===== src/rtl/rs_br_pkg.sv =====
// Shared widths and the branch payload type for the branch reservation station.
// Width macros fall back to RV32 defaults when constants.vh has not set them.
`ifndef RV32_DATA_WIDTH
`define RV32_DATA_WIDTH 32
`endif
`ifndef RV32_PC_WIDTH
`define RV32_PC_WIDTH 32
`endif
`ifndef ALU_OP_SEL
`define ALU_OP_SEL 4
`endif
`ifndef ROB_TAG_WIDTH
`define ROB_TAG_WIDTH 6
`endif
`ifndef RS_BR_ENTRY_NUM
`define RS_BR_ENTRY_NUM 4
`endif

package rs_br_pkg;
    localparam int DATA_W = `RV32_DATA_WIDTH;
    localparam int PC_W   = `RV32_PC_WIDTH;
    localparam int ALU_W  = `ALU_OP_SEL;

    typedef struct packed {
        logic             is_jal;
        logic             is_jalr;
        logic [ALU_W-1:0] alu_op;
        logic [PC_W-1:0]  pc;
        logic [DATA_W-1:0] imm;
        logic [PC_W-1:0]  pred_jmpaddr;
    } br_pld_t;
endpackage


===== src/rtl/rs_br_entry.sv =====
// One reservation-station slot: payload storage plus dual-port CDB wakeup (CDB0 wins).
// With RS_BR_CDB_BYPASS_EN the operand outputs also reflect a same-cycle CDB hit.
module rs_br_entry
    import rs_br_pkg::*;
#(
    parameter int TAG_WIDTH = 6
) (
    input  logic                 clk,
    input  logic                 rst,
    input  logic                 i_flush,
    input  logic                 i_wr,
    input  logic                 i_clr,
    input  br_pld_t              i_pld,
    input  logic [TAG_WIDTH-1:0] i_rob_tag,
    input  logic [DATA_W-1:0]    i_rs1,
    input  logic [DATA_W-1:0]    i_rs2,
    input  logic                 i_rs1_rdy,
    input  logic                 i_rs2_rdy,
    input  logic [TAG_WIDTH-1:0] i_rs1_tag,
    input  logic [TAG_WIDTH-1:0] i_rs2_tag,
    input  logic                 i_cdb0_vld,
    input  logic [TAG_WIDTH-1:0] i_cdb0_tag,
    input  logic [DATA_W-1:0]    i_cdb0_data,
    input  logic                 i_cdb1_vld,
    input  logic [TAG_WIDTH-1:0] i_cdb1_tag,
    input  logic [DATA_W-1:0]    i_cdb1_data,
    output logic                 o_vld,
    output br_pld_t              o_pld,
    output logic [TAG_WIDTH-1:0] o_rob_tag,
    output logic [DATA_W-1:0]    o_rs1,
    output logic [DATA_W-1:0]    o_rs2,
    output logic                 o_rs1_rdy,
    output logic                 o_rs2_rdy
);
    logic                 r_vld;
    br_pld_t              r_pld;
    logic [TAG_WIDTH-1:0] r_rob_tag;
    logic [DATA_W-1:0]    r_rs1, r_rs2;
    logic                 r_rs1_rdy, r_rs2_rdy;
    logic [TAG_WIDTH-1:0] r_rs1_tag, r_rs2_tag;

    logic [DATA_W-1:0]    w_dp_rs1, w_dp_rs2, w_wk_rs1, w_wk_rs2;
    logic                 w_dp_rs1_rdy, w_dp_rs2_rdy, w_wk_rs1_rdy, w_wk_rs2_rdy;

    // Dispatch-time capture: an operand whose producer broadcasts this cycle enters ready.
    always_comb begin
        w_dp_rs1_rdy = i_rs1_rdy;
        w_dp_rs1     = i_rs1;
        w_dp_rs2_rdy = i_rs2_rdy;
        w_dp_rs2     = i_rs2;
        if (!i_rs1_rdy) begin
            if (i_cdb0_vld && (i_cdb0_tag == i_rs1_tag)) begin
                w_dp_rs1_rdy = 1'b1;
                w_dp_rs1     = i_cdb0_data;
            end else if (i_cdb1_vld && (i_cdb1_tag == i_rs1_tag)) begin
                w_dp_rs1_rdy = 1'b1;
                w_dp_rs1     = i_cdb1_data;
            end
        end
        if (!i_rs2_rdy) begin
            if (i_cdb0_vld && (i_cdb0_tag == i_rs2_tag)) begin
                w_dp_rs2_rdy = 1'b1;
                w_dp_rs2     = i_cdb0_data;
            end else if (i_cdb1_vld && (i_cdb1_tag == i_rs2_tag)) begin
                w_dp_rs2_rdy = 1'b1;
                w_dp_rs2     = i_cdb1_data;
            end
        end
    end

    always_comb begin
        w_wk_rs1_rdy = r_rs1_rdy;
        w_wk_rs1     = r_rs1;
        w_wk_rs2_rdy = r_rs2_rdy;
        w_wk_rs2     = r_rs2;
        if (!r_rs1_rdy) begin
            if (i_cdb0_vld && (i_cdb0_tag == r_rs1_tag)) begin
                w_wk_rs1_rdy = 1'b1;
                w_wk_rs1     = i_cdb0_data;
            end else if (i_cdb1_vld && (i_cdb1_tag == r_rs1_tag)) begin
                w_wk_rs1_rdy = 1'b1;
                w_wk_rs1     = i_cdb1_data;
            end
        end
        if (!r_rs2_rdy) begin
            if (i_cdb0_vld && (i_cdb0_tag == r_rs2_tag)) begin
                w_wk_rs2_rdy = 1'b1;
                w_wk_rs2     = i_cdb0_data;
            end else if (i_cdb1_vld && (i_cdb1_tag == r_rs2_tag)) begin
                w_wk_rs2_rdy = 1'b1;
                w_wk_rs2     = i_cdb1_data;
            end
        end
    end

    always_ff @(posedge clk or posedge rst) begin
        if (rst) begin
            r_vld     <= 1'b0;
            r_pld     <= '0;
            r_rob_tag <= '0;
            r_rs1     <= '0;
            r_rs2     <= '0;
            r_rs1_rdy <= 1'b0;
            r_rs2_rdy <= 1'b0;
            r_rs1_tag <= '0;
            r_rs2_tag <= '0;
        end else if (i_flush) begin
            r_vld <= 1'b0;
        end else if (i_wr) begin
            r_vld     <= 1'b1;
            r_pld     <= i_pld;
            r_rob_tag <= i_rob_tag;
            r_rs1     <= w_dp_rs1;
            r_rs2     <= w_dp_rs2;
            r_rs1_rdy <= w_dp_rs1_rdy;
            r_rs2_rdy <= w_dp_rs2_rdy;
            r_rs1_tag <= i_rs1_tag;
            r_rs2_tag <= i_rs2_tag;
        end else begin
            if (i_clr) begin
                r_vld <= 1'b0;
            end
            if (r_vld) begin
                r_rs1     <= w_wk_rs1;
                r_rs2     <= w_wk_rs2;
                r_rs1_rdy <= w_wk_rs1_rdy;
                r_rs2_rdy <= w_wk_rs2_rdy;
            end
        end
    end

    assign o_vld     = r_vld;
    assign o_pld     = r_pld;
    assign o_rob_tag = r_rob_tag;
`ifdef RS_BR_CDB_BYPASS_EN
    assign o_rs1     = w_wk_rs1;
    assign o_rs2     = w_wk_rs2;
    assign o_rs1_rdy = w_wk_rs1_rdy;
    assign o_rs2_rdy = w_wk_rs2_rdy;
`else
    assign o_rs1     = r_rs1;
    assign o_rs2     = r_rs2;
    assign o_rs1_rdy = r_rs1_rdy;
    assign o_rs2_rdy = r_rs2_rdy;
`endif
endmodule


===== src/rtl/rs_br.sv =====
// Branch reservation station: in-order circular buffer, issue from head once both operands ready.
// RS_BR_CDB_BYPASS_EN lets a same-cycle CDB broadcast make the head issuable.
module rs_br
    import rs_br_pkg::*;
#(
    parameter int ENTRY_NUM = `RS_BR_ENTRY_NUM,
    parameter int TAG_WIDTH = `ROB_TAG_WIDTH
) (
    input  logic                 clk,
    input  logic                 rst,
    input  logic                 i_flush,
    input  logic                 i_dp_vld,
    input  logic                 i_dp_is_jal,
    input  logic                 i_dp_is_jalr,
    input  logic [ALU_W-1:0]     i_dp_alu_op,
    input  logic [PC_W-1:0]      i_dp_pc,
    input  logic [PC_W-1:0]      i_dp_pred_jmpaddr,
    input  logic [DATA_W-1:0]    i_dp_imm,
    input  logic [DATA_W-1:0]    i_dp_rs1,
    input  logic [DATA_W-1:0]    i_dp_rs2,
    input  logic                 i_dp_rs1_rdy,
    input  logic                 i_dp_rs2_rdy,
    input  logic [TAG_WIDTH-1:0] i_dp_rs1_tag,
    input  logic [TAG_WIDTH-1:0] i_dp_rs2_tag,
    input  logic [TAG_WIDTH-1:0] i_dp_rob_tag,
    input  logic                 i_cdb0_vld,
    input  logic [TAG_WIDTH-1:0] i_cdb0_tag,
    input  logic [DATA_W-1:0]    i_cdb0_data,
    input  logic                 i_cdb1_vld,
    input  logic [TAG_WIDTH-1:0] i_cdb1_tag,
    input  logic [DATA_W-1:0]    i_cdb1_data,
    input  logic                 i_issue_rdy,
    output logic                 o_issue_vld,
    output logic                 o_is_jal,
    output logic                 o_is_jalr,
    output logic [ALU_W-1:0]     o_alu_op,
    output logic [PC_W-1:0]      o_pc,
    output logic [DATA_W-1:0]    o_imm,
    output logic [PC_W-1:0]      o_pred_jmpaddr,
    output logic [DATA_W-1:0]    o_rs1,
    output logic [DATA_W-1:0]    o_rs2,
    output logic [TAG_WIDTH-1:0] o_rob_tag,
    output logic                 o_full,
    output logic                 o_empty
);
    localparam int              PTR_W    = $clog2(ENTRY_NUM);
    localparam logic [PTR_W:0]  CNT_FULL = (PTR_W+1)'(ENTRY_NUM);
    localparam logic [PTR_W:0]  CNT_ONE  = (PTR_W+1)'(1);
    localparam logic [PTR_W-1:0] PTR_ONE = PTR_W'(1);

    logic [PTR_W-1:0] r_head, r_tail;
    logic [PTR_W:0]   r_cnt;

    logic                 w_dp, w_iss;
    br_pld_t              w_dp_pld;
    logic                 w_e_vld     [ENTRY_NUM];
    br_pld_t              w_e_pld     [ENTRY_NUM];
    logic [TAG_WIDTH-1:0] w_e_rob     [ENTRY_NUM];
    logic [DATA_W-1:0]    w_e_rs1     [ENTRY_NUM];
    logic [DATA_W-1:0]    w_e_rs2     [ENTRY_NUM];
    logic                 w_e_rs1_rdy [ENTRY_NUM];
    logic                 w_e_rs2_rdy [ENTRY_NUM];
    br_pld_t              w_head_pld;

    assign o_full  = (r_cnt == CNT_FULL);
    assign o_empty = (r_cnt == '0);

    // Full is judged on registered count only, so a same-cycle issue never admits a dispatch.
    assign w_dp  = i_dp_vld && !o_full && !i_flush;
    assign o_issue_vld = !i_flush && w_e_vld[r_head] && w_e_rs1_rdy[r_head] && w_e_rs2_rdy[r_head];
    assign w_iss = o_issue_vld && i_issue_rdy;

    always_comb begin
        w_dp_pld              = '0;
        w_dp_pld.is_jal       = i_dp_is_jal;
        w_dp_pld.is_jalr      = i_dp_is_jalr;
        w_dp_pld.alu_op       = i_dp_alu_op;
        w_dp_pld.pc           = i_dp_pc;
        w_dp_pld.imm          = i_dp_imm;
        w_dp_pld.pred_jmpaddr = i_dp_pred_jmpaddr;
    end

    for (genvar g = 0; g < ENTRY_NUM; g++) begin : g_ent
        rs_br_entry #(.TAG_WIDTH(TAG_WIDTH)) u_ent (
            .clk         (clk),
            .rst         (rst),
            .i_flush     (i_flush),
            .i_wr        (w_dp && (r_tail == PTR_W'(g))),
            .i_clr       (w_iss && (r_head == PTR_W'(g))),
            .i_pld       (w_dp_pld),
            .i_rob_tag   (i_dp_rob_tag),
            .i_rs1       (i_dp_rs1),
            .i_rs2       (i_dp_rs2),
            .i_rs1_rdy   (i_dp_rs1_rdy),
            .i_rs2_rdy   (i_dp_rs2_rdy),
            .i_rs1_tag   (i_dp_rs1_tag),
            .i_rs2_tag   (i_dp_rs2_tag),
            .i_cdb0_vld  (i_cdb0_vld),
            .i_cdb0_tag  (i_cdb0_tag),
            .i_cdb0_data (i_cdb0_data),
            .i_cdb1_vld  (i_cdb1_vld),
            .i_cdb1_tag  (i_cdb1_tag),
            .i_cdb1_data (i_cdb1_data),
            .o_vld       (w_e_vld[g]),
            .o_pld       (w_e_pld[g]),
            .o_rob_tag   (w_e_rob[g]),
            .o_rs1       (w_e_rs1[g]),
            .o_rs2       (w_e_rs2[g]),
            .o_rs1_rdy   (w_e_rs1_rdy[g]),
            .o_rs2_rdy   (w_e_rs2_rdy[g])
        );
    end

    assign w_head_pld     = w_e_pld[r_head];
    assign o_is_jal       = w_head_pld.is_jal;
    assign o_is_jalr      = w_head_pld.is_jalr;
    assign o_alu_op       = w_head_pld.alu_op;
    assign o_pc           = w_head_pld.pc;
    assign o_imm          = w_head_pld.imm;
    assign o_pred_jmpaddr = w_head_pld.pred_jmpaddr;
    assign o_rs1          = w_e_rs1[r_head];
    assign o_rs2          = w_e_rs2[r_head];
    assign o_rob_tag      = w_e_rob[r_head];

    always_ff @(posedge clk or posedge rst) begin
        if (rst) begin
            r_head <= '0;
            r_tail <= '0;
            r_cnt  <= '0;
        end else if (i_flush) begin
            r_head <= '0;
            r_tail <= '0;
            r_cnt  <= '0;
        end else begin
            if (w_dp) begin
                r_tail <= r_tail + PTR_ONE;
            end
            if (w_iss) begin
                r_head <= r_head + PTR_ONE;
            end
            if (w_dp && !w_iss) begin
                r_cnt <= r_cnt + CNT_ONE;
            end else if (!w_dp && w_iss) begin
                r_cnt <= r_cnt - CNT_ONE;
            end
        end
    end
endmodule


===== config.mk =====
export PLATFORM = sky130hd
export DESIGN_NAME = rs_br
export DESIGN_NICKNAME = d
export VERILOG_FILES = /design/src/rtl/rs_br_pkg.sv /design/src/rtl/rs_br_entry.sv /design/src/rtl/rs_br.sv
export SDC_FILE = /design/constraint.sdc
export NUM_CORES = 2
export LEC_CHECK = 0
export BUFFER_PORTS_ARGS = -buffer_cell sky130_fd_sc_hd__buf_4
export CORE_MARGIN = 1.5
export CORE_UTILIZATION = 35
export DETAILED_ROUTE_END_ITERATION = 12
export PLACE_DENSITY = 0.55
export SLEW_MARGIN = 20
export SYNTH_ARGS = -nofsm -noshare
export SYNTH_HDL_FRONTEND = slang
export SYNTH_SLANG_ARGS = --single-unit
export TNS_END_PERCENT = 20

===== constraint.sdc =====
create_clock -name clk -period 27.5 [get_ports clk]
set_input_delay 0 -clock clk [delete_from_list [all_inputs] [get_ports clk]]
set_output_delay 0 -clock clk [all_outputs]
set_load 0.03 [all_outputs]

==> flow_metrics.tcl <==
set metrics [dict create \
    outcome "complete, no violations" \
    worst_slew_pin_slew_ps 1190 \
    path_cells "or3b_2 > nand3_4 > buf_4 > nor3_2 > buf_4 > o2bb2ai_1 > dlygate4sd3_1 > a211o_1 > dlygate4sd3_1" \
    clock_sinks 755 \
    ioPinCount 444 \
    grt_setup_unrepaired "no" \
    critPathCaptureType "flip-flop" \
    start_kind "flip-flop" \
    timing.fmax_mhz 211 \
    cp_data_arrival_time_ps 5300 \
    synth.distinct_cells 51 \
    fillers 11000 \
    drt_iter0_drc 3104 \
    maxCapViolations 0 \
    yosysSeqAreaShare 0.460 \
    slew_headroom 0.201 \
    critPathRequiredTime_ps 28070 \
    route.detailed.drc 0 \
    fp.dieH_um 346 \
    crit_slowest_cell "buf_4" \
    wl_mm 153 \
    crit_fanout 80 \
    dp_hpwl_mm 87.4 \
    drive_gt1_frac 0.179 \
    peakVddDrop_mv 0.0579 \
    cts_buffer_depth 3 \
    synth_fp_nets 4556 \
    hold_class "input port to async pin" \
    vias 36000 \
    ff2ff_path_depth 9 \
    antenna_found_initial 16 \
    die_x_um 346 \
    synthCells 4278 \
    worstReg2RegEnd "g_ent[2].u_ent.o_rs1[22]$_DFFE_PP0P_" \
    ys.warnings.count 0 \
    worstSetupPathType "flip-flop to flip-flop" \
    cp_slowest_stage_delay_ps 890 \
    cts_setup_buffers 0 \
    htree_levels 3 \
    grt_max_degree 166 \
    floorplan.initialDensity 0.353 \
    grt_pass1_vias 36600 \
    synth_edf_count 0 \
    cts_root_buffer "clkbuf_16" \
    viasPerCell 5.61 \
    grt_pass1_wl_mm 233 \
    rrSetupSlack_ps 22770 \
    dpl.cell_count 5891 \
    path_clk_slew_ps 60 \
    ant_nets 0 \
    rr_startpoint "r_cnt[1]$_DFFE_PP0P_" \
    clock_latency_ps 690 \
    cts_hold_buf 359 \
    coreArea_mm2 0.116 \
    setup_tns_ps 0 \
    post-route-min-period_ps 4730 \
    dieArea_mm2 0.119 \
    synth-seq-cells 755 \
    cts_tree "done" \
    setup_violations 0 \
    area_delta_synth_final_pct 27.3 \
    period_share 0.172 \
    hold_viol_final 0 \
    ys_async_sr_fraction 1.00 \
    rows 125 \
    wl_per_cell_um 23.8 \
    grt_usage 0.252 \
    finalPower_mw 4.55 \
    cts_buffers 89 \
    whs_ps 10.9 \
    numPortBuffers 443 \
    fin_skew_ps 54.6 \
    finalNonFillerCells 6423 \
    cts_resized 0 \
    gp_congestion 0.808 \
    grt_overflow 0 \
    synth_area_per_cell_um2 9.60 \
    leakage_nw 24.0 \
    synth_top_flop_cell "dfrtp_1" \
    syn_area_mm2 0.0411 \
    nets 5095 \
    drv_slew 0 \
    first_pass_iters 8 \
    powerDensity_mw_per_mm2 87.0 \
]
## registers in the layout, summed over array words and instances (netlist names)
signal,flops
g_ent.u_ent.o_pld,408
g_ent.u_ent.o_rs1,128
g_ent.u_ent.o_rs2,128
g_ent.u_ent.o_rob_tag,24
g_ent.u_ent.r_rs1_tag,24
g_ent.u_ent.r_rs2_tag,24
g_ent.u_ent.o_rs1_rdy,4
g_ent.u_ent.o_rs2_rdy,4
g_ent.u_ent.o_vld,4
r_cnt,3
r_head,2
r_tail,2
## cell usage after synthesis, types with 31 or more instances
master     instances  area share
o2bb2ai_1         72       0.015
o21ai_0           47      0.0057
dfrtp_1          755        0.46
buf_2             43      0.0052
nand2_1         1483        0.14
mux4_2           172       0.094
nor3_1           135       0.016
a211o_1           72       0.015
nor2_1           118       0.011
mux2i_1          290       0.071
a221oi_1          32      0.0068
xor2_1            47       0.010
and3_1            37      0.0056
a221o_1           96       0.023
buf_1             44      0.0040
clkbuf_1         322       0.029
and2_1            34      0.0052
o211ai_1          31      0.0057
nand3_1          133       0.016
o32a_1            32      0.0078
o221ai_1          64       0.014
xnor2_1           78       0.017
## metal layers
metal,part of all wire,GRT usage,routed length [um]
met3,0.078,0.0509,11900
met5,0.00073,0,112
met4,0.033,0.0897,5040
met2,0.47,0.405,71400
met1,0.42,0.337,64500
## per-stage QoR
step	worst slack, ps	cell area [um^2]	util
final	22770	52300	0.450
after global routing	22590	52300	0.450
after CTS	22820	52200	0.450
after detailed placement	23750	45400	0.391
after global placement	23810	45400	0.391
after floorplan	6310	41100	-
## worst max path at each step
stage	start	endpoint	slack, ps	cells past startpoint
finish	r_cnt[1]$_DFFE_PP0P_	g_ent[2].u_ent.o_rs1[22]$_DFFE_PP0P_	22770	9
global route	r_cnt[1]$_DFFE_PP0P_	g_ent[2].u_ent.o_rs1[23]$_DFFE_PP0P_	22590	9
CTS	r_cnt[1]$_DFFE_PP0P_	g_ent[2].u_ent.o_rs1[22]$_DFFE_PP0P_	22820	9
detailed placement	i_flush	g_ent[0].u_ent.o_pld[97]$_DFFE_PP0P_	23750	7
global placement	i_flush	g_ent[0].u_ent.o_pld[11]$_DFFE_PP0P_	23810	7
floorplan	rst	g_ent[0].u_ent.o_pld[0]$_DFFE_PP0P_	6310	1
## cells by family after synthesis
family          Yosys count  share of synthesized area
simple gates           1999                      0.200
buf+inv                 438                     0.0428
xor+xnor                125                     0.0267
compound gates          490                      0.102
flops                   755                      0.460
fa+ha+maj                 9                    0.00292
mux                     462                      0.165
## critical path, delay by kind of cell (launching register included)
kind	cells	cell delay [ps]
flops	1	400
compound gates	2	460
simple gates	3	1290
buf+inv	4	2390
## power breakdown
part | switching [mW] | internal, mW | total (mW)
Clock | 0.529 | 0.774 | 1.30
Sequential | 0.251 | 1.54 | 1.79
Combinational | 0.790 | 0.664 | 1.45
## cell type report
class | count | area, um^2 | share of cell area
Tap cell | 1524 | 1910 | 0.0365
Sequential cell | 755 | 18900 | 0.362
Multi-Input combinational cell | 3085 | 20700 | 0.395
Timing Repair Buffer | 868 | 7460 | 0.143
Clock inverter | 45 | 667 | 0.0128
Antenna cell | 9 | 22.5 | 0.000431
Inverter | 18 | 75.1 | 0.00144
Clock buffer | 119 | 2560 | 0.0490
## placed cells by master (no fill, tap or decap), types with 33 or more instances in the layout
master,Yosys,routed
a211o_1,72,72
a221o_1,96,96
and2_1,34,34
and3_1,37,33
buf_4,6,505
clkbuf_16,0,90
dfrtp_1,755,753
dlygate4sd3_1,0,359
mux2i_1,290,290
mux4_2,172,172
nand2_1,1483,1483
nand3_1,133,129
nor2_1,118,115
nor3_1,135,132
o21ai_0,47,47
o221ai_1,64,64
o2bb2ai_1,72,72
xnor2_1,78,77
xor2_1,47,47
Power figures use the tool's default switching activity.
